### src/rtl/mls_axis_mapper.sv
// mls_axis_mapper: maps LFSR sequence bits to saturated 14-bit DAC codes on an AXI-Stream master.
// Optional MLS_AXIS_MAPPER_STATUS_EN adds sample_cnt_o and stall_o.
module mls_axis_mapper #(
  parameter int DATA_W = 16,
  parameter int CNT_W  = 16
) (
  input  logic              clk,
  input  logic              rstn,
  input  logic              start_i,
  input  logic              abort_i,
  input  logic [CNT_W-1:0]  periods_i,
  input  logic [13:0]       amp_i,
  input  logic [13:0]       offset_i,
  input  logic              sig_i,
  input  logic              flag_i,
  output logic              lfsr_en_o,
  output logic              lfsr_srst_o,
  output logic [DATA_W-1:0] m_axis_tdata,
  output logic              m_axis_tvalid,
  input  logic              m_axis_tready,
  output logic              m_axis_tlast,
  output logic              busy_o,
  output logic              done_o
`ifdef MLS_AXIS_MAPPER_STATUS_EN
  ,
  output logic [31:0]       sample_cnt_o,
  output logic              stall_o
`endif
);
  typedef enum logic [1:0] {IDLE, LOAD, RUN, DRAIN} state_t;
  state_t             r_state;
  logic [CNT_W-1:0]   r_periods, r_cnt;
  logic [13:0]        r_amp, r_off, r_data;
  logic               r_valid, r_last, r_done;
  logic signed [14:0] w_amp, w_off, w_sum;
  logic [13:0]        w_sat;
  logic               w_en, w_final;
  assign w_amp = {r_amp[13], r_amp};
  assign w_off = {r_off[13], r_off};
  // 15 bits hold offset +/- amp for every 14-bit input, including -(-8192)
  assign w_sum = w_off + (sig_i ? w_amp : -w_amp);
  assign w_sat = (w_sum > 15'sd8191) ? 14'h1fff : (w_sum < -15'sd8192) ? 14'h2000 : w_sum[13:0];
  assign w_en = (r_state == RUN) && (!r_valid || m_axis_tready);
  assign w_final = flag_i && (r_periods != '0) && (CNT_W'(r_cnt + 1'b1) == r_periods);
  assign lfsr_en_o = w_en;
  assign lfsr_srst_o = (r_state == IDLE) || (r_state == LOAD);
  assign m_axis_tdata = {{(DATA_W-14){r_data[13]}}, r_data};
  assign m_axis_tvalid = r_valid;
  assign m_axis_tlast = r_last;
  assign busy_o = r_state != IDLE;
  assign done_o = r_done;
  always_ff @(posedge clk or negedge rstn) begin
    if (!rstn) begin
      r_state <= IDLE;
      r_periods <= '0;
      r_cnt <= '0;
      r_amp <= '0;
      r_off <= '0;
      r_data <= '0;
      r_valid <= 1'b0;
      r_last <= 1'b0;
      r_done <= 1'b0;
    end else begin
      r_done <= 1'b0;
      if (abort_i) begin
        r_state <= IDLE;
        r_valid <= 1'b0;
        r_last <= 1'b0;
      end else begin
        case (r_state)
          IDLE: if (start_i) r_state <= LOAD;
          LOAD: begin
            r_periods <= periods_i;
            r_amp <= amp_i;
            r_off <= offset_i;
            r_cnt <= '0;
            r_state <= RUN;
          end
          RUN: if (w_en) begin
            r_data <= w_sat;
            r_last <= flag_i;
            r_valid <= 1'b1;
            if (flag_i) r_cnt <= r_cnt + 1'b1;
            if (w_final) r_state <= DRAIN;
          end
          default: if (!r_valid || m_axis_tready) begin
            r_valid <= 1'b0;
            r_last <= 1'b0;
            r_done <= 1'b1;
            r_state <= IDLE;
          end
        endcase
      end
    end
  end
`ifdef MLS_AXIS_MAPPER_STATUS_EN
  logic [31:0] r_scnt;
  assign sample_cnt_o = r_scnt;
  assign stall_o = (r_state == RUN) && r_valid && !m_axis_tready;
  always_ff @(posedge clk or negedge rstn) begin
    if (!rstn) r_scnt <= '0;
    else if (r_state == LOAD && !abort_i) r_scnt <= '0;
    else if (r_valid && m_axis_tready && r_scnt != '1) r_scnt <= r_scnt + 1'b1;
  end
`endif
endmodule

### config.mk
export PLATFORM = sky130hd
export DESIGN_NAME = mls_axis_mapper
export DESIGN_NICKNAME = d
export VERILOG_FILES = /design/src/rtl/mls_axis_mapper.sv
export SDC_FILE = /design/constraint.sdc
export NUM_CORES = 1
export LEC_CHECK = 0
export CAP_MARGIN = 20
export CORE_MARGIN = 5
export CORE_UTILIZATION = 59
export CTS_CLUSTER_SIZE = 14
export DETAILED_ROUTE_END_ITERATION = 12
export GPL_ROUTABILITY_DRIVEN = 1
export PLACE_DENSITY = 0.89
export SYNTH_ARGS = -nofsm -noshare
export SYNTH_HDL_FRONTEND = slang
export SYNTH_SLANG_ARGS = --single-unit
### constraint.sdc
create_clock -name clk -period 6.5 [get_ports clk]
set_clock_uncertainty 0.1 [all_clocks]
set_input_delay 0.65 -clock clk [delete_from_list [all_inputs] [get_ports clk]]
set_output_delay 0.65 -clock clk [all_outputs]
set_load 0.02 [all_outputs]
# Word level (Yosys, flattened, before mapping)
# Index checks and enable logic that the tools add are counted.
# classes
n_mux,22
add_sub_neg,3
n_bitwise,1
order_cmp,2
n_eq_ne,9
n_reduce_logical,19
# op_table
operator,count
16-bit two-way mux,2
16-bit case mux with 2 select lines,1
14-bit two-way mux,2
16-bit by 1-bit adder with 16-bit output (second input constant),1
16-bit == test,1
16-bit nonzero test,1
14-bit by 15-bit adder with 15-bit output,1
15-bit by 14-bit greater-than comparator with 1-bit output (second input constant),1
15-bit by 14-bit < comparator with 1-bit output (second input constant),1
15-bit two-way mux,1
14-bit negator with 15-bit output,1
2-bit two-way mux,5
3-bit != test (second input constant),3
1-bit two-way mux,8
4-bit AND reduction,2
2-bit case mux with 3 select lines,1
3-bit AND reduction,2
5-bit nonzero test,1
2-bit != test (second input constant),2
1-bit case mux with 2 select lines,2
2-bit nonzero test,2
1-bit logical AND,3
3-bit nonzero test,1
3-bit OR reduction,1
9 further kinds,10
# totals
register_bits,79
out_inout_bits,22
inputBits,51

# Depth between registers and ports, before layout
# Gate-level depths: netlist (run 1).
# depth
ltp_word,7
depth_mapped,15
ltp_nobuf,14

# Least setup slack after synthesis (run 1)
# No wires, ideal clock.
# synth_path
path_kind,register to register
start,register r_amp[0]
end,register r_data[4]
required_ps,6329
path_stages_with_launch,16
setup_time_ps,71
n_path_buf,1
arrival_ps,3600
slack_ps,2729
path_cell_list,dfrtp_1 > inv_1 > ha_1 > nor3b_1 > nor3b_1 > a31oi_1 > xor2_1 > ha_1 > a21o_1 > a2111o_1 > a211o_1 > nand2_1 > xnor2_1 > clkbuf_1 > nand3_1 > nand4_1
# synth_between
elab_chain_cells,6
elab_cells_between_ends,7
cone_classes,add/sub (2); order compare (2); mux (3)
# synth_lines
item,line_no,text
"start, declared",33,"logic [13:0] r_amp, r_off, r_data;"
"start signal, assigned",74,r_amp <= amp_i;
14-bit negator with 15-bit output,41,assign w_sum = w_off + (sig_i ? w_amp : -w_amp);
15-bit two-way mux (*),41,
14-bit by 15-bit adder with 15-bit output (*),41,
15-bit by 14-bit < comparator with 1-bit output,42,assign w_sat = (w_sum > 15'sd8191) ? 14'h1fff : (w_sum < -15'sd8192) ? 14'h2000 : w_sum[13:0];
14-bit two-way mux,42,
14-bit two-way mux (*),42,
"end signal, assigned",80,r_data <= w_sat;
"end, declared",33,
# Mark *: on every way between the ends. The rest lies on a longest branch, timed or not.
# A chain may end at the register's enable or synchronous reset.

# Final worst setup path (run 1)
# layout_path
start,register r_amp[0]
end,register r_data[5]
# The elaborated chain is that of the path after synthesis.

==> out/results.tsv, run 1 <==
stage	metric	value	unit
synthesis	Post-synth top cells	nand2_1, dfrtp_1, o21ai_0, nor2_1, a21oi_1	
timing	slew of the pin with the lowest slew margin	1020	ps
synthesis	number of distinct library cells after synthesis	59	
placed_design	placed cells	753	
synthesis	register bit total from synthesis	79	
detailed_routing	DR vias	4485	
synthesis	FFs w/ async S/R, synth	100	%
timing	fmax	231	MHz
global_routing	Congestion Overflow GR	0	
synthesis	Synth Net Count	677	
global_routing	met3 Use GR	3.44	%
synthesis	register area share after synthesis	40.1	%
global_routing	largest net degree at the start of global routing	80	
synthesis	Post-synth EDFFs	0	
setup_path	critical-path maximum fanout	14	
setup_path	CP endpoint kind	flip-flop	
finish	post-route design area	0.00589	mm2
clock_network	Setup Buffers After CTS	0	
timing	Slew HR	31.6	%
clock_network	CTS sink cnt	79	
clock_network	Num CTS Buffers	9	
clock_network	# resized after CTS	0	
timing	Setup WS post-layout	2170	ps
timing	Final Slew Violations	0	
synthesis	count leader, synth	nand2_1	
detailed_routing	detailed-route DRC error count	0	
floorplanning	top-level I/O count	73	
placed_design	cell area after placement	0.00568	mm2
placed_design	# port buffers	72	
timing	unrepaired setup endpoints after global routing	false	
global_routing	M2 GR Usage	38.4	%
floorplanning	total core area	0.00818	mm2
floorplanning	DIE WIDTH	101	um
detailed_routing	1st-pass router iterations	5	
synthesis	post-synthesis cell area	0.00494	mm2
setup_path	CP Data Required Time	6660	ps
global_routing	first-pass GRT wire length	19.9	mm
synthesis	synth warn	0	
clock_network	clk root buf	clkbuf_8	
detailed_routing	Initial DRC Count	315	
detailed_routing	final wirelength	11.9	mm
global_routing	initial antenna violation count	0	
power	Worst IR Drop VDD	0.000255	V
timing	Final Hold Fails	0	
detailed_routing	DR WL/cell	15.5	um
clock_network	Clock Latency Late Sink	350	ps
synthesis	Yosys top cell by area	dfrtp_1	
clock_network	clock slew at the register clock pins of the worst setup and hold paths	80	ps
power	Pleak	2.68	nW
timing	fin crit period	4330	ps
finish	# diodes	0	
timing	setup tns final	0	ps
setup_path	CP max stage delay	480	ps
synthesis	most area-consuming cells after synthesis	dfrtp_1, nand2_1, ha_1, xor2_1, o21ai_0	
finish	Layout Nets	735	
setup_path	CP startpoint kind	flip-flop	
power	Pwr Total	0.00291	W
placed_design	pre-CTS WS	2190	ps
run	number of max-cap violations	0	
floorplanning	die area	0.0103	mm2
synthesis	post-synth top area share	40.1	%
setup_path	Critical Path, Cell by Cell	inv_1, ha_1, nor3b_1, nor3b_1, a31oi_1, xor2_1, ha_1, a21o_1, a2111o_1, a211o_1, nand2_1, xnor2_1, o21ai_2, o21ai_0	
setup_path	slowest stage cell, crit path	nor3b_1	
global_routing	vias in the first global route	4274	
synthesis	Cells after Synth	602	
setup_path	Worst R2R Path Depth	14	
placed_design	GP Congestion	0.904	
clock_network	hold_buf cts	0	
clock_network	TritonCTS clock tree	yes	
timing	Setup Viol. Count Final	0	
finish	fraction of layout cells with a size suffix above 1	4.98	%
global_routing	Total GRT Usage	24.1	%
floorplanning	Initial Util	60.4	%
setup_path	crit path DAT	4500	ps
finish	Finished Layout Cells	768	
placed_design	DP HPWL	9.05	mm
min_path	HP Class	in -> async	
synthesis	Primary FF master, synth	dfrtp_1	
detailed_routing	Via-to-Cell Ratio	5.84	
floorplanning	Die H	101	um
clock_network	H-tree depth	3	
outcome	status	completed	
power	Pwr Density	494	mW/mm2
clock_network	CTS Buffer Depth	2	
global_routing	busiest grt layer	met2	
detailed_routing	Antenna Violating Nets Remaining	0	
synthesis	Avg Inst Size Synth	8.20	um2
setup_path	CP Class	reg -> reg	
floorplanning	# rows	33	
global_routing	GR met1 Demand/Resource	34.3	%
finish	area grow syn2layout	19.3	%
timing	crit share post-route	66.6	%
where the power goes:
group / internal (W) / switching (W) / leakage, nW
Sequential: 0.000668 / 0.000190 / 1.02
Combinational: 0.000706 / 0.000993 / 1.56
Clock: 0.000182 / 0.000173 / 0.0940
Total: 0.00156 / 0.00136 / 2.68
placed cells by master (no fill, tap or decap), types with 6 or more instances in the layout:
| cell type | n |
|---|---|
| nand3_1 | 21 |
| and2_1 | 7 |
| o21ai_0 | 39 |
| clkdlybuf4s50_1 | 71 |
| a31oi_1 | 9 |
| nor3_1 | 13 |
| nand4_1 | 9 |
| dfrtp_1 | 79 |
| inv_1 | 14 |
| xor2_1 | 24 |
| xnor2_1 | 21 |
| nor2_1 | 35 |
| nand2_1 | 161 |
| a21oi_1 | 30 |
| clkbuf_8 | 10 |
| ha_1 | 23 |
| o31ai_1 | 8 |
| nor4_1 | 7 |
| o211ai_1 | 6 |
worst max-delay path, delay by kind of cell, from the launching register on:
family	cells	cell delay [ps]
compound gates	6	1470
fa+ha+maj	2	510
simple gates	3	980
buf+inv	1	90
flops	1	420
xor+xnor	2	690
registers in the layout, indices dropped and copies added, names as in the netlist:
register       flops
r_amp             14
done_o             1
r_cnt             16
r_off             14
r_state            2
r_data            14
r_periods         16
m_axis_tlast       1
m_axis_tvalid      1
per-stage QoR:
step / hold WS [ps] / util, %
after detailed placement: 374 / 69.5
after global placement: 368 / 69.5
after floorplan: 254 / -
after CTS: 384 / 71.8
after global routing: 203 / 72.0
final: 158 / 72.0
layout make-up:
| cell class | count | area (um2) |
|---|---|---|
| timing repair buffer | 75 | 753 |
| multi-input combinational | 481 | 2790 |
| clock inverter | 4 | 47.5 |
| fill | 649 | 2290 |
| tap | 105 | 131 |
| inverter | 14 | 52.6 |
| sequential | 79 | 1980 |
| clock buffer | 10 | 138 |
routing by layer:
| metal | up-vias | wire (um) |
|---|---|---|
| met3 | 14 | 784 |
| met1 | 2121 | 5480 |
| met2 | 160 | 5480 |
| met5 | - | 0 |
| met4 | 0 | 175 |
| li1 | 2190 | - |
final timing paths:
check / to / start / slack (ps)
worst min-delay path: r_periods[5]$_DFFE_PN0P_ / rstn / 160
max in group asynchronous: r_amp[5]$_DFFE_PN0P_ / rstn / 5560
worst max-delay path: r_data[5]$_DFFE_PN0P_ / r_amp[0]$_DFFE_PN0P_ / 2170
min in group clk: r_data[12]$_DFFE_PN0P_ / r_data[12]$_DFFE_PN0P_ / 380
worst min register to register: r_data[12]$_DFFE_PN0P_ / r_data[12]$_DFFE_PN0P_ / 380
worst max register to register: r_data[5]$_DFFE_PN0P_ / r_amp[0]$_DFFE_PN0P_ / 2170
kinds of logic after synthesis:
kind of cell,Yosys count,share of synthesized area [%]
muxes,1,0.228
buffers and inverters,42,3.47
DFF,79,40.1
adders and majority gates,24,6.24
AOI/OAI and AO/OA,125,15.9
xor gates and xnor gates,45,7.98
and+or+nand+nor,286,26.2
Note: power is estimated with default switching activity, not from simulation.
==> run 2, diff against run 1 <==
--- a/config.mk
+++ b/config.mk
@@ -7,11 +7,11 @@
 export LEC_CHECK = 0
 export CAP_MARGIN = 20
 export CORE_MARGIN = 5
-export CORE_UTILIZATION = 59
+export CORE_UTILIZATION = 50
 export CTS_CLUSTER_SIZE = 14
 export DETAILED_ROUTE_END_ITERATION = 12
 export GPL_ROUTABILITY_DRIVEN = 1
-export PLACE_DENSITY = 0.89
+export PLACE_DENSITY = 0.8
 export SYNTH_ARGS = -nofsm -noshare
 export SYNTH_HDL_FRONTEND = slang
 export SYNTH_SLANG_ARGS = --single-unit
==> constraint.sdc (replaced) <==
create_clock -name clk -period 3.95 [get_ports clk]
set_clock_uncertainty 0.1 [all_clocks]
set_input_delay 0.395 -clock clk [delete_from_list [all_inputs] [get_ports clk]]
set_output_delay 0.395 -clock clk [all_outputs]
set_load 0.02 [all_outputs]
==> out/results.tsv, run 2 (same netlist as run 1, synthesis figures left out) <==
stage	metric	value	unit
finish	Layout Nets	742	
global_routing	met3 Use GR	3.99	%
global_routing	initial antenna violation count	0	
finish	fraction of layout cells with a size suffix above 1	6.99	%
finish	Filler cells	858	
global_routing	Total GRT Usage	21.5	%
placed_design	# port buffers	72	
setup_path	CP max stage delay	600	ps
setup_path	CP startpoint kind	flip-flop	
floorplanning	DIE WIDTH	109	um
detailed_routing	DR vias	4512	
detailed_routing	1st-pass router iterations	5	
setup_path	CP endpoint kind	flip-flop	
setup_path	crit path DAT	3820	ps
floorplanning	# rows	36	
setup_path	reg2reg end	r_data[7]$_DFFE_PN0P_	
finish	Multi-input gate area	0.00284	mm2
floorplanning	Die H	109	um
finish	area grow syn2layout	23.5	%
setup_path	Worst R2R Path Depth	13	
clock_network	TritonCTS clock tree	yes	
floorplanning	top-level I/O count	73	
finish	top flop regs	r_cnt: 16 flops, r_periods: 16 flops	
finish	# diodes	0	
detailed_routing	detailed-route DRC error count	0	
clock_network	Num CTS Buffers	9	
timing	Slew HR	36.1	%
global_routing	M2 GR Usage	31.0	%
outcome	status	completed	
timing	unrepaired setup endpoints after global routing	false	
global_routing	largest net degree at the start of global routing	80	
finish	sequential cell area	0.00198	mm2
power	Worst IR Drop VDD	0.000357	V
power	Pwr Total	0.00508	W
setup_path	worst r2r src	r_amp[8]$_DFFE_PN0P_	
clock_network	clk root buf	clkbuf_8	
power	Pwr Density	834	mW/mm2
floorplanning	die area	0.0120	mm2
min_path	HP Class	in -> async	
setup_path	most frequent CP cell	a21oi_1	
timing	Final Hold Fails	0	
clock_network	Clock Latency Late Sink	370	ps
clock_network	H-tree depth	3	
placed_design	DP HPWL	8.91	mm
global_routing	busiest grt layer	met1	
timing	fmax	272	MHz
finish	most frequent cells in the layout	nand2_1, dfrtp_1, clkdlybuf4s50_1	
timing	crit share post-route	93.0	%
timing	Setup Viol. Count Final	0	
detailed_routing	Antenna Violating Nets Remaining	0	
floorplanning	total core area	0.00968	mm2
detailed_routing	Initial DRC Count	265	
clock_network	CTS Buffer Depth	2	
setup_path	FF-to-FF setup slack	280	ps
setup_path	CP Class	reg -> reg	
placed_design	GP Congestion	0.895	
setup_path	critical-path maximum fanout	11	
timing	fin crit period	3670	ps
timing	Final Slew Violations	0	
global_routing	first-pass GRT wire length	20.3	mm
timing	setup tns final	0	ps
clock_network	clock slew at the register clock pins of the worst setup and hold paths	80	ps
setup_path	CP Data Required Time	4100	ps
clock_network	CTS sink cnt	79	
detailed_routing	Via-to-Cell Ratio	5.60	
floorplanning	Initial Util	51.0	%
setup_path	slowest stage cell, crit path	or4_1	
global_routing	Congestion Overflow GR	0	
global_routing	vias in the first global route	4163	
finish	most common cell after layout, fill and taps aside	nand2_1	
run	number of max-cap violations	0	
detailed_routing	DR WL/cell	15.0	um
timing	slew of the pin with the lowest slew margin	956	ps
global_routing	GR met1 Demand/Resource	32.2	%
detailed_routing	final wirelength	12.1	mm
power	Pleak	2.75	nW
setup_path	Critical Path, Cell by Cell	or4_1, nor4_2, a21oi_1, xor2_1, ha_2, o21ai_0, a21oi_1, a32o_1, a21o_1, nand2_2, buf_4, o211ai_1, nand3_1	
-- run 2: cell types whose count changed in the layout (fill, tap and decap cells not counted), sizes merged --
cell | previous run | this run
dlygate4sd3 | 0 | 1
clkinvlp | 1 | 0
clkinv | 2 | 0
bufinv | 1 | 2
clkbuf | 10 | 14
buf | 4 | 10
-- run 2: cell type report --
| class | count | share of cell area [%] |
|---|---|---|
| repair buffers | 82 | 13.4 |
| well taps | 133 | 2.73 |
| clock inverters | 2 | 0.985 |
| flip-flops and latches | 79 | 32.4 |
| multi-input cells | 481 | 46.6 |
| clock buffers | 14 | 3.00 |
| inverters | 14 | 0.862 |
-- run 2: stage by stage --
step	utilization, %	hold slack, ps	worst slack, ps	instances	area [um2]
after floorplan	-	-0.591	179	602	4940
after global placement	59.5	367	231	787	5760
after detailed placement	59.5	380	62.0	787	5760
after CTS	62.0	121	51.9	803	6010
after global routing	62.9	329	24.1	805	6100
final	62.9	318	276	805	6100
-- run 2: routing by layer --
metal / up-vias / routed length (um)
met5: - / 0
met4: 0 / 205
met3: 14 / 689
met2: 148 / 5290
met1: 2140 / 5910
li1: 2210 / -
-- run 2: worst max-delay path by stage --
stage	start	to	slack, ps	cells after the start
after global placement	r_amp[2]$_DFFE_PN0P_	r_data[4]$_DFFE_PN0P_	230	13
after CTS	r_amp[2]$_DFFE_PN0P_	r_data[4]$_DFFE_PN0P_	50	13
after detailed placement	r_amp[2]$_DFFE_PN0P_	r_data[4]$_DFFE_PN0P_	60	13
final	r_amp[8]$_DFFE_PN0P_	r_data[7]$_DFFE_PN0P_	280	13
after floorplan	r_amp[0]$_DFFE_PN0P_	r_data[4]$_DFFE_PN0P_	180	15
after global routing	r_amp[0]$_DFFE_PN0P_	r_data[7]$_DFFE_PN0P_	20	16
-- run 2: repair_timing --
action | in CTS | in global routing
hold buffers | 0 | 1
resized for setup | 0 | 10
endpoints found under the setup margin | 0 | 13
endpoints found under the hold margin | 0 | 13
buffers inserted | 0 | 0
-- run 2: worst max-delay path: cells and delay by family (launching register included) --
kind | cells | cell delay [ps]
AND/OR/NAND/NOR | 4 | 1140
flip-flops | 1 | 440
buffers and inverters | 1 | 200
AO/OA/AOI/OAI | 6 | 1040
XOR/XNOR | 1 | 170
adder cells (fa/ha/maj) | 1 | 460
-- run 2: report_power, final --
group	switching, W	internal (W)	leakage, nW
combinational	0.00167	0.00127	1.61
sequential	0.000320	0.00110	1.02
clock	0.000295	0.000426	0.123
==> run 3, diff against run 2 <==
--- a/config.mk
+++ b/config.mk
@@ -5,6 +5,7 @@
 export SDC_FILE = /design/constraint.sdc
 export NUM_CORES = 1
 export LEC_CHECK = 0
+export ABC_AREA = 1
 export CAP_MARGIN = 20
 export CORE_MARGIN = 5
 export CORE_UTILIZATION = 50
@@ -12,6 +13,7 @@
 export DETAILED_ROUTE_END_ITERATION = 12
 export GPL_ROUTABILITY_DRIVEN = 1
 export PLACE_DENSITY = 0.8
+export SETUP_SLACK_MARGIN = 0.02
 export SYNTH_ARGS = -nofsm -noshare
 export SYNTH_HDL_FRONTEND = slang
 export SYNTH_SLANG_ARGS = --single-unit
==> out/results.tsv, run 3 <==
stage	metric	value	unit
timing	fin crit period	3350	ps
run	number of max-cap violations	0	
power	Psw	0.00218	W
synthesis	Yosys top cell by area	dfrtp_1	
power	Pleak	2.94	nW
setup_path	CP startpoint kind	flip-flop	
finish	most frequent cells in the layout	nand2_1, dfrtp_1, clkdlybuf4s50_1	
global_routing	initial antenna violation count	0	
finish	# diodes	0	
clock_network	CTS Buffer Depth	2	
min_path	min-delay src	r_data[4]$_DFFE_PN0P_	
finish	top flop regs	r_cnt: 16 flops, r_periods: 16 flops	
synthesis	post-synth top area share	39.5	%
setup_path	CP endpoint kind	flip-flop	
finish	Finished Layout Cells	838	
global_routing	Congestion Overflow GR	0	
synthesis	register area share after synthesis	39.5	%
setup_path	CP max stage delay	410	ps
global_routing	largest net degree at the start of global routing	80	
clock_network	CTS sink cnt	79	
synthesis	register bit total from synthesis	79	
synthesis	synth warn	0	
synthesis	Synth Net Count	701	
synthesis	Synth Area in Adders	6.16	%
power	combinational fraction of design power	57.3	%
detailed_routing	Via-to-Cell Ratio	5.24	
synthesis	most area-consuming cells after synthesis	dfrtp_1, nand2_1, ha_1, nor2_1, inv_1	
detailed_routing	Antenna Violating Nets Remaining	0	
clock_network	H-tree depth	3	
placed_design	GP Congestion	0.895	
detailed_routing	Initial DRC Count	202	
synthesis	Post-synth EDFFs	0	
min_path	Hold Crit Depth	2	
timing	Setup Viol. Count Final	0	
synthesis	mux share of post-synthesis cell area	4.05	%
synthesis	Avg Inst Size Synth	7.99	um2
floorplanning	DIE WIDTH	110	um
finish	most common cell after layout, fill and taps aside	nand2_1	
synthesis	combinational family with the most area after synthesis	simple AND/OR/NAND/NOR gates	
detailed_routing	detailed-route DRC error count	0	
synthesis	xor-xnor portion of the synthesized cell area	4.65	%
clock_network	Clock Latency Late Sink	360	ps
placed_design	DP HPWL	9.03	mm
synthesis	FFs w/ async S/R, synth	100	%
detailed_routing	DR vias	4388	
finish	post-route design area	0.00611	mm2
finish	area grow syn2layout	22.1	%
clock_network	clock slew at the register clock pins of the worst setup and hold paths	70	ps
floorplanning	top-level I/O count	73	
setup_path	reg2reg end	r_data[10]$_DFFE_PN0P_	
synthesis	Post-synth top cells	nand2_1, dfrtp_1, nor2_1, inv_1, nand3_1	
clock_network	clk root buf	clkbuf_8	
timing	setup tns final	0	ps
global_routing	Total GRT Usage	21.3	%
clock_network	Num CTS Buffers	9	
finish	Layout Nets	775	
synthesis	number of distinct library cells after synthesis	40	
min_path	WHS Endpoint	r_data[4]$_DFFE_PN0P_	
detailed_routing	DR WL/cell	14.1	um
setup_path	Worst R2R Path Depth	18	
setup_path	critical-path maximum fanout	9	
power	cell internal pwr	0.00270	W
placed_design	placed cells	820	
timing	slew of the pin with the lowest slew margin	712	ps
floorplanning	Initial Util	51.2	%
setup_path	CP Class	reg -> reg	
setup_path	most frequent CP cell	nand2_1	
timing	fmax	298	MHz
global_routing	first-pass GRT wire length	20.3	mm
synthesis	count leader, synth	nand2_1	
outcome	status	completed	
power	Pwr Density	798	mW/mm2
power	share of power burned in registers	27.7	%
global_routing	vias in the first global route	4417	
clock_network	TritonCTS clock tree	yes	
timing	crit share post-route	84.8	%
timing	Final Hold Fails	0	
setup_path	Critical Path, Cell by Cell	inv_1, ha_1, nand3_1, nor2_1, inv_2, o21ai_0, xor2_1, ha_1, a21oi_1, o21ai_0, a21oi_1, nand2_1, nand2_1, nand2_2, nand3_2, nand2_1, inv_2, a21boi_1	
setup_path	crit path DAT	3490	ps
detailed_routing	1st-pass router iterations	4	
synthesis	post-synthesis cell area	0.00500	mm2
setup_path	worst r2r src	r_amp[0]$_DFFE_PN0P_	
setup_path	CP Data Required Time	4090	ps
min_path	HP Class	reg -> reg	
setup_path	slowest stage cell, crit path	dfrtp_1	
timing	Final Slew Violations	0	
power	Clock power frac	15.0	%
synthesis	Synth Area in Compound Gates	11.1	%
finish	Filler cells	837	
timing	Slew HR	52.6	%
setup_path	FF-to-FF setup slack	600	ps
synthesis	Primary FF master, synth	dfrtp_1	
floorplanning	die area	0.0121	mm2
floorplanning	# rows	36	
timing	unrepaired setup endpoints after global routing	false	
power	switch share	44.6	%
synthesis	simple-gate share of the synthesized area	27.5	%
placed_design	# port buffers	72	
floorplanning	Die H	110	um
power	Worst IR Drop VDD	0.000352	V
detailed_routing	final wirelength	11.8	mm
placed_design	cell area after placement	0.00584	mm2
finish	fraction of layout cells with a size suffix above 1	11.2	%
floorplanning	total core area	0.00977	mm2
synthesis	Cells after Synth	626	
==> run 3: critical path, delay by kind of cell (launching register included) <==
kind                     cells  cell delay [ps]
flip-flops                   1              410
AND/OR/NAND/NOR              7              640
buffers and inverters        3              300
AO/OA/AOI/OAI                5             1010
XOR/XNOR                     1              270
adder cells (fa/ha/maj)      2              510
==> run 3: repair_timing <==
item,4_1_cts,5_1_grt
setup buffers,0,0
hold endpoints to repair,0,38
resized for setup,0,0
hold buffers,0,1
==> run 3: final cells by class <==
| class | instances | area (um2) | area share, % |
|---|---|---|---|
| well taps | 133 | 166 | 2.72 |
| flip-flops and latches | 79 | 1980 | 32.4 |
| clock inverters | 3 | 90.1 | 1.48 |
| multi-input cells | 459 | 2680 | 43.8 |
| inverters | 75 | 282 | 4.61 |
| clock buffers | 13 | 149 | 2.44 |
| repair buffers | 76 | 767 | 12.6 |
==> run 3: worst max-delay path by stage <==
stage	from	endpoint
2_1_floorplan	r_amp[0]$_DFFE_PN0P_	r_data[10]$_DFFE_PN0P_
3_3_place_gp	sig_i	r_data[9]$_DFFE_PN0P_
3_5_place_dp	sig_i	r_data[12]$_DFFE_PN0P_
4_1_cts	r_amp[0]$_DFFE_PN0P_	r_data[10]$_DFFE_PN0P_
5_1_grt	r_amp[2]$_DFFE_PN0P_	r_data[10]$_DFFE_PN0P_
6_report	r_amp[0]$_DFFE_PN0P_	r_data[10]$_DFFE_PN0P_
==> run 3: logic make-up after synthesis <==
kind of cell / after synthesis
compound gates: 98
flops: 79
fa+ha+maj: 24
mux: 18
buf+inv: 88
simple gates: 294
xor+xnor: 25
==> run 3: per-stage QoR <==
stage	setup WS (ps)	power [W]	utilization (%)	hold WS, ps
6_report	599	0.00487	62.5	379
5_1_grt	266	0.00528	62.5	405
4_1_cts	633	0.00486	62.2	130
3_5_place_dp	654	0.00410	59.7	366
3_3_place_gp	805	0.00399	59.6	366
2_1_floorplan	1090	0.00334	-	-0.591
==> run 3: per-layer routing <==
layer / routed length (um) / share of wire (%) / GRT usage (%) / vias to the layer above
met5: 0 / 0 / 0 / -
met4: 197 / 1.7 / 7.12 / 0
met3: 619 / 5.2 / 2.56 / 16
met2: 5550 / 47 / 34.2 / 118
met1: 5460 / 46 / 29.8 / 2066
li1: - / - / - / 2188
==> run 3: power groups by stage <==
| stage | logic (W) | clock network, W | registers (W) |
|---|---|---|---|
| 3_5_place_dp | 0.00274 | 0 | 0.00136 |
| 6_report | 0.00279 | 0.000733 | 0.00135 |
| 4_1_cts | 0.00277 | 0.000744 | 0.00135 |
| 2_1_floorplan | 0.00195 | 0 | 0.00138 |
| 3_3_place_gp | 0.00265 | 0 | 0.00134 |
| 5_1_grt | 0.00311 | 0.000783 | 0.00139 |
==> edit 1 (settings of run 1) <==
The option `MLS_AXIS_MAPPER_STATUS_EN` is turned on by a define.
--- a/src/rtl/mls_axis_mapper.sv
+++ b/src/rtl/mls_axis_mapper.sv
@@ -2,2 +2,4 @@
 // Optional MLS_AXIS_MAPPER_STATUS_EN adds sample_cnt_o and stall_o.
+`define MLS_AXIS_MAPPER_STATUS_EN
+
 module mls_axis_mapper #(
Behaviour (old outputs only; new: sample_cnt_o and stall_o): unchanged (Yosys induction, for registers that start in step).
==> edit 1 against run 1 <==
Sequential cell count up 32. Synthesized area up 33%. Power up 20%. Setup slack worse by 0.065 ns. Wire length up 37%. Fmax down 1.5%. Final area up 34%. First-iteration DRC count down 0.95%. Largest cell class unchanged. Largest power group unchanged.
==> edit 1: results (changes against run 1) <==
.. list-table::
   :header-rows: 1

   * - Metric
     - Value
   * - Critical path startpoint
     - r_amp[2]
   * - Critical path fanouts, max
     - 22 (+8)
   * - Slack of the worst reg-to-reg path
     - 2.10 ns (-0.07 ns)
   * - Met2 track utilization from global routing
     - 0.4155 (+0.03120)
   * - Non-Filler Instances
     - 919 (+20%)
   * - Post-DR vias/cell
     - 5.971 (+2.2%)
   * - Share of post-route cells with drive strength above 1
     - 0.1014 (+0.05164)
   * - Arithmetic-cell share of the synthesized area counting full adders, half adders and majority gates
     - 0.04872 (-0.01363)
   * - Met2 wire length
     - 7.902 mm (+44%)
   * - Half-perimeter wire length after detailed placement
     - 12.00 mm (+33%)
   * - Count of distinct cell types in the synthesized netlist
     - 60 (+1.7%)
   * - Avg Cell Area, Syn
     - 9.583 µm² (+17%)
   * - Placed instance count
     - 902 (+20%)
   * - Met3 capacity usage during global routing
     - 0.06684 (+0.03241)
   * - Part of the power in registers
     - 0.308 (+0.013)
   * - Total power draw
     - 0.003506 W (+20%)
   * - Static leakage
     - 3.388 nW (+27%)
   * - Net switching power
     - 0.001599 W (+18%)
   * - Vias in the first global route
     - 5,455 (+28%)
   * - Critical path's slowest cell
     - sky130_fd_sc_hd__a21oi_2
   * - Result of the run
     - completed
   * - Arrival time of the worst setup path
     - 4.60 ns (+0.10 ns)
   * - Multiplexer share of the synthesized area
     - 0.07480 (+0.07252)
   * - R2R cell count
     - 13 (-1)
   * - Cell types occupying the most area after synthesis
     - sky130_fd_sc_hd__dfrtp_1 (42%), sky130_fd_sc_hd__mux2_2 (7.0%), sky130_fd_sc_hd__xor2_1 (5.9%)
   * - Slowest stage delay, CP
     - 0.66 ns (+0.18 ns)
edit 1: cell types whose count changed after synthesis, moves of 13 or more:
cell,change
sky130_fd_sc_hd__mux2_2,+40
sky130_fd_sc_hd__and3_1,+14
sky130_fd_sc_hd__nor2_1,+24
sky130_fd_sc_hd__dfrtp_1,+32
sky130_fd_sc_hd__nand2_1,-109
sky130_fd_sc_hd__xor2_1,+20
sky130_fd_sc_hd__a21oi_1,+13
sky130_fd_sc_hd__o21ai_0,+26
edit 1: critical path: cells and delay by family, from the launching register on:
| family | cells | cell delay, ns |
|---|---|---|
| flip-flops | 1 | 0.45 |
| AO/OA/AOI/OAI | 5 | 1.59 |
| AND/OR/NAND/NOR | 6 | 1.61 |
| adder cells (fa/ha/maj) | 1 | 0.37 |
| XOR/XNOR | 1 | 0.17 |
edit 1: layout make-up:
type                    instances  share of cell area
clock buffers                  10             0.01744
clock inverters                 6            0.006502
inverters                      12            0.005709
multi-input cells             532              0.4604
flip-flops and latches        111              0.3520
well taps                     140             0.02220
repair buffers                108              0.1357
==> edit 2 (config.mk and constraints of run 1) <==
Without the edit above. The 4 states of `state_t` get a one-hot encoding in 4 bits.
--- a/src/rtl/mls_axis_mapper.sv
+++ b/src/rtl/mls_axis_mapper.sv
@@ -29,3 +29,3 @@
 );
-  typedef enum logic [1:0] {IDLE, LOAD, RUN, DRAIN} state_t;
+  typedef enum logic [3:0] {IDLE = 4'b0001, LOAD = 4'b0010, RUN = 4'b0100, DRAIN = 4'b1000} state_t;
   state_t             r_state;
Formal check against the unedited RTL: same outputs for any inputs over 4 cycles, from zero or initial values and one cycle with rstn low; so few cycles prove little.
==> edit 2 against run 1 <==
Sequential cell count grew 2. Synthesized area grew 2.0%. Power grew 9.5%. Final area grew 1.7%. Critical path depth shrank 3. Fmax grew 6.8%. Global-route usage grew 1.0 points. Critical endpoint is now r_data[6]. Utilization grew 0.48 points. Hold slack lost 0.10 ns. Clock power grew 5%. Highest routed layer unchanged. Setup slack gained 0.28 ns. Sequential power grew 10%. Wire length grew 4.2%.
==> edit 2: results (changes against run 1) <==
.. list-table::
   :header-rows: 1

   * - Metric
     - Value
   * - Slowest stage delay, CP
     - 0.84 ns (+0.36 ns)
   * - Vias in the first global route
     - 4,218 (-1.3%)
   * - Critical path fanouts, max
     - 19 (+5)
   * - Cells after Synth
     - 528 (-12%)
   * - Half-perimeter wire length after detailed placement
     - 8.969 mm (-0.93%)
   * - Commonest cells in the netlist
     - sky130_fd_sc_hd__dfrtp_1 (80), sky130_fd_sc_hd__nand2_1 (47), sky130_fd_sc_hd__o21ai_0 (47), sky130_fd_sc_hd__mux2_2 (42), sky130_fd_sc_hd__nor2_1 (42)
   * - Count of distinct cell types in the synthesized netlist
     - 68 (+15%)
   * - Result of the run
     - completed
   * - Filler cell count
     - 624 (-3.9%)
   * - Sequential share of the synthesized area
     - 0.4029 (+0.002426)
   * - Worst Path Class, Setup
     - in -> reg
   * - Number of nets in the layout
     - 657 (-11%)
   * - Post-DR vias/cell
     - 6.170 (+5.6%)
   * - Global routing met1 resource utilization
     - 0.3443 (+0.0008248)
   * - Violation count after the first detailed-routing iteration
     - 367 (+17%)
   * - Combined global-route utilization of all metal layers
     - 0.2511 (+0.01019)
   * - Global-route wire length before repair
     - 20.65 mm (+3.6%)
   * - Cell types occupying the most area after synthesis
     - sky130_fd_sc_hd__dfrtp_1 (40%), sky130_fd_sc_hd__mux2_2 (9.4%), sky130_fd_sc_hd__ha_1 (4.7%)
   * - Static leakage
     - 2.527 nW (-5.6%)
   * - Origin of the critical flop-to-flop path
     - r_amp[2]
   * - Slack of the worst reg-to-reg path
     - 2.49 ns (+0.32 ns)
   * - Share of post-route cells with drive strength above 1
     - 0.1286 (+0.07882)
   * - Critical path startpoint
     - sig_i
   * - Worst R2R End
     - r_data[6]
   * - Type of origin of the critical path
     - primary input
   * - Worst-case vdd ir drop
     - 0.3318 mV (+30%)
   * - Number of nets in the synthesized netlist
     - 599 (-12%)
   * - Routed wire per std cell
     - 17.85 µm (+15%)
   * - Met3 capacity usage during global routing
     - 0.04027 (+0.005838)
   * - Worst slack at placement
     - 2.140 ns (-0.05504 ns)
   * - Met2 track utilization from global routing
     - 0.4028 (+0.01849)
   * - Critical path's slowest cell
     - sky130_fd_sc_hd__clkdlybuf4s50_1
==> edit 2: cell types whose count changed in the layout (fill, tap and decap cells not counted), sizes merged, moves of 4 or more <==
cell / run 1 / this run
and2: 9 / 1
nand4: 9 / 4
nand3: 22 / 17
o21bai: 4 / 0
mux2: 1 / 42
ha: 23 / 19
nor2: 35 / 42
o21ai: 40 / 51
o21a: 0 / 4
nand2: 161 / 47
o211ai: 6 / 1
==> edit 2: kinds of logic after synthesis <==
group / synth area share
adders and majority gates: 0.05121
DFF: 0.4029
buffers and inverters: 0.03405
xor gates and xnor gates: 0.08029
AOI/OAI and AO/OA: 0.1670
and+or+nand+nor: 0.1685
muxes: 0.09595
==> edit 2: area by class of cell <==
type | count | share of cell area
multi-input combinational | 408 | 0.4735
clock inverter | 6 | 0.009611
tap | 105 | 0.02194
inverter | 12 | 0.007522
clock buffer | 10 | 0.02298
timing repair buffer | 74 | 0.1258
sequential | 81 | 0.3387
==> edit 2: how the worst min path moves through the flow <==
stage                    end  slack [ns]  cells after the start
6_report            r_cnt[1]        0.06                      1
3_5_place_dp       r_data[3]        0.37                      2
2_1_floorplan         done_o        0.25                      0
3_3_place_gp       r_data[4]        0.37                      2
5_1_grt        r_periods[14]        0.06                      1
4_1_cts            r_data[3]        0.39                      2
==> edit 2: power groups by stage <==
stage | logic [W] | clock network, W | registers [W]
finish | 0.00187 | 0.000373 | 0.000947
global route | 0.00208 | 0.000400 | 0.000978
global placement | 0.00177 | 0 | 0.000932
detailed placement | 0.00183 | 0 | 0.000949
CTS | 0.00185 | 0.000377 | 0.000942
floorplan | 0.00138 | 0 | 0.000918
==> edit 2: metal layers <==
layer,vias to the layer above,routed length [µm],share of wire
met1,2037,5316,0.43
met4,0,304,0.024
met3,29,905,0.073
met2,201,5894,0.47
met5,-,0,0
li1,2027,-,-
==> edit 2: through the flow <==
stage / instances / hold WS (ns) / utilization / total power [W] / instance area, µm²
global route: 696 / 0.05727 / 0.7252 / 0.003457 / 5988
finish: 696 / 0.05729 / 0.7252 / 0.003190 / 5988
global placement: 679 / 0.3660 / 0.6982 / 0.002704 / 5766
CTS: 695 / 0.3931 / 0.7218 / 0.003169 / 5961
detailed placement: 679 / 0.3744 / 0.6982 / 0.002780 / 5766
floorplan: 528 / 0.2544 / - / 0.002300 / 5034
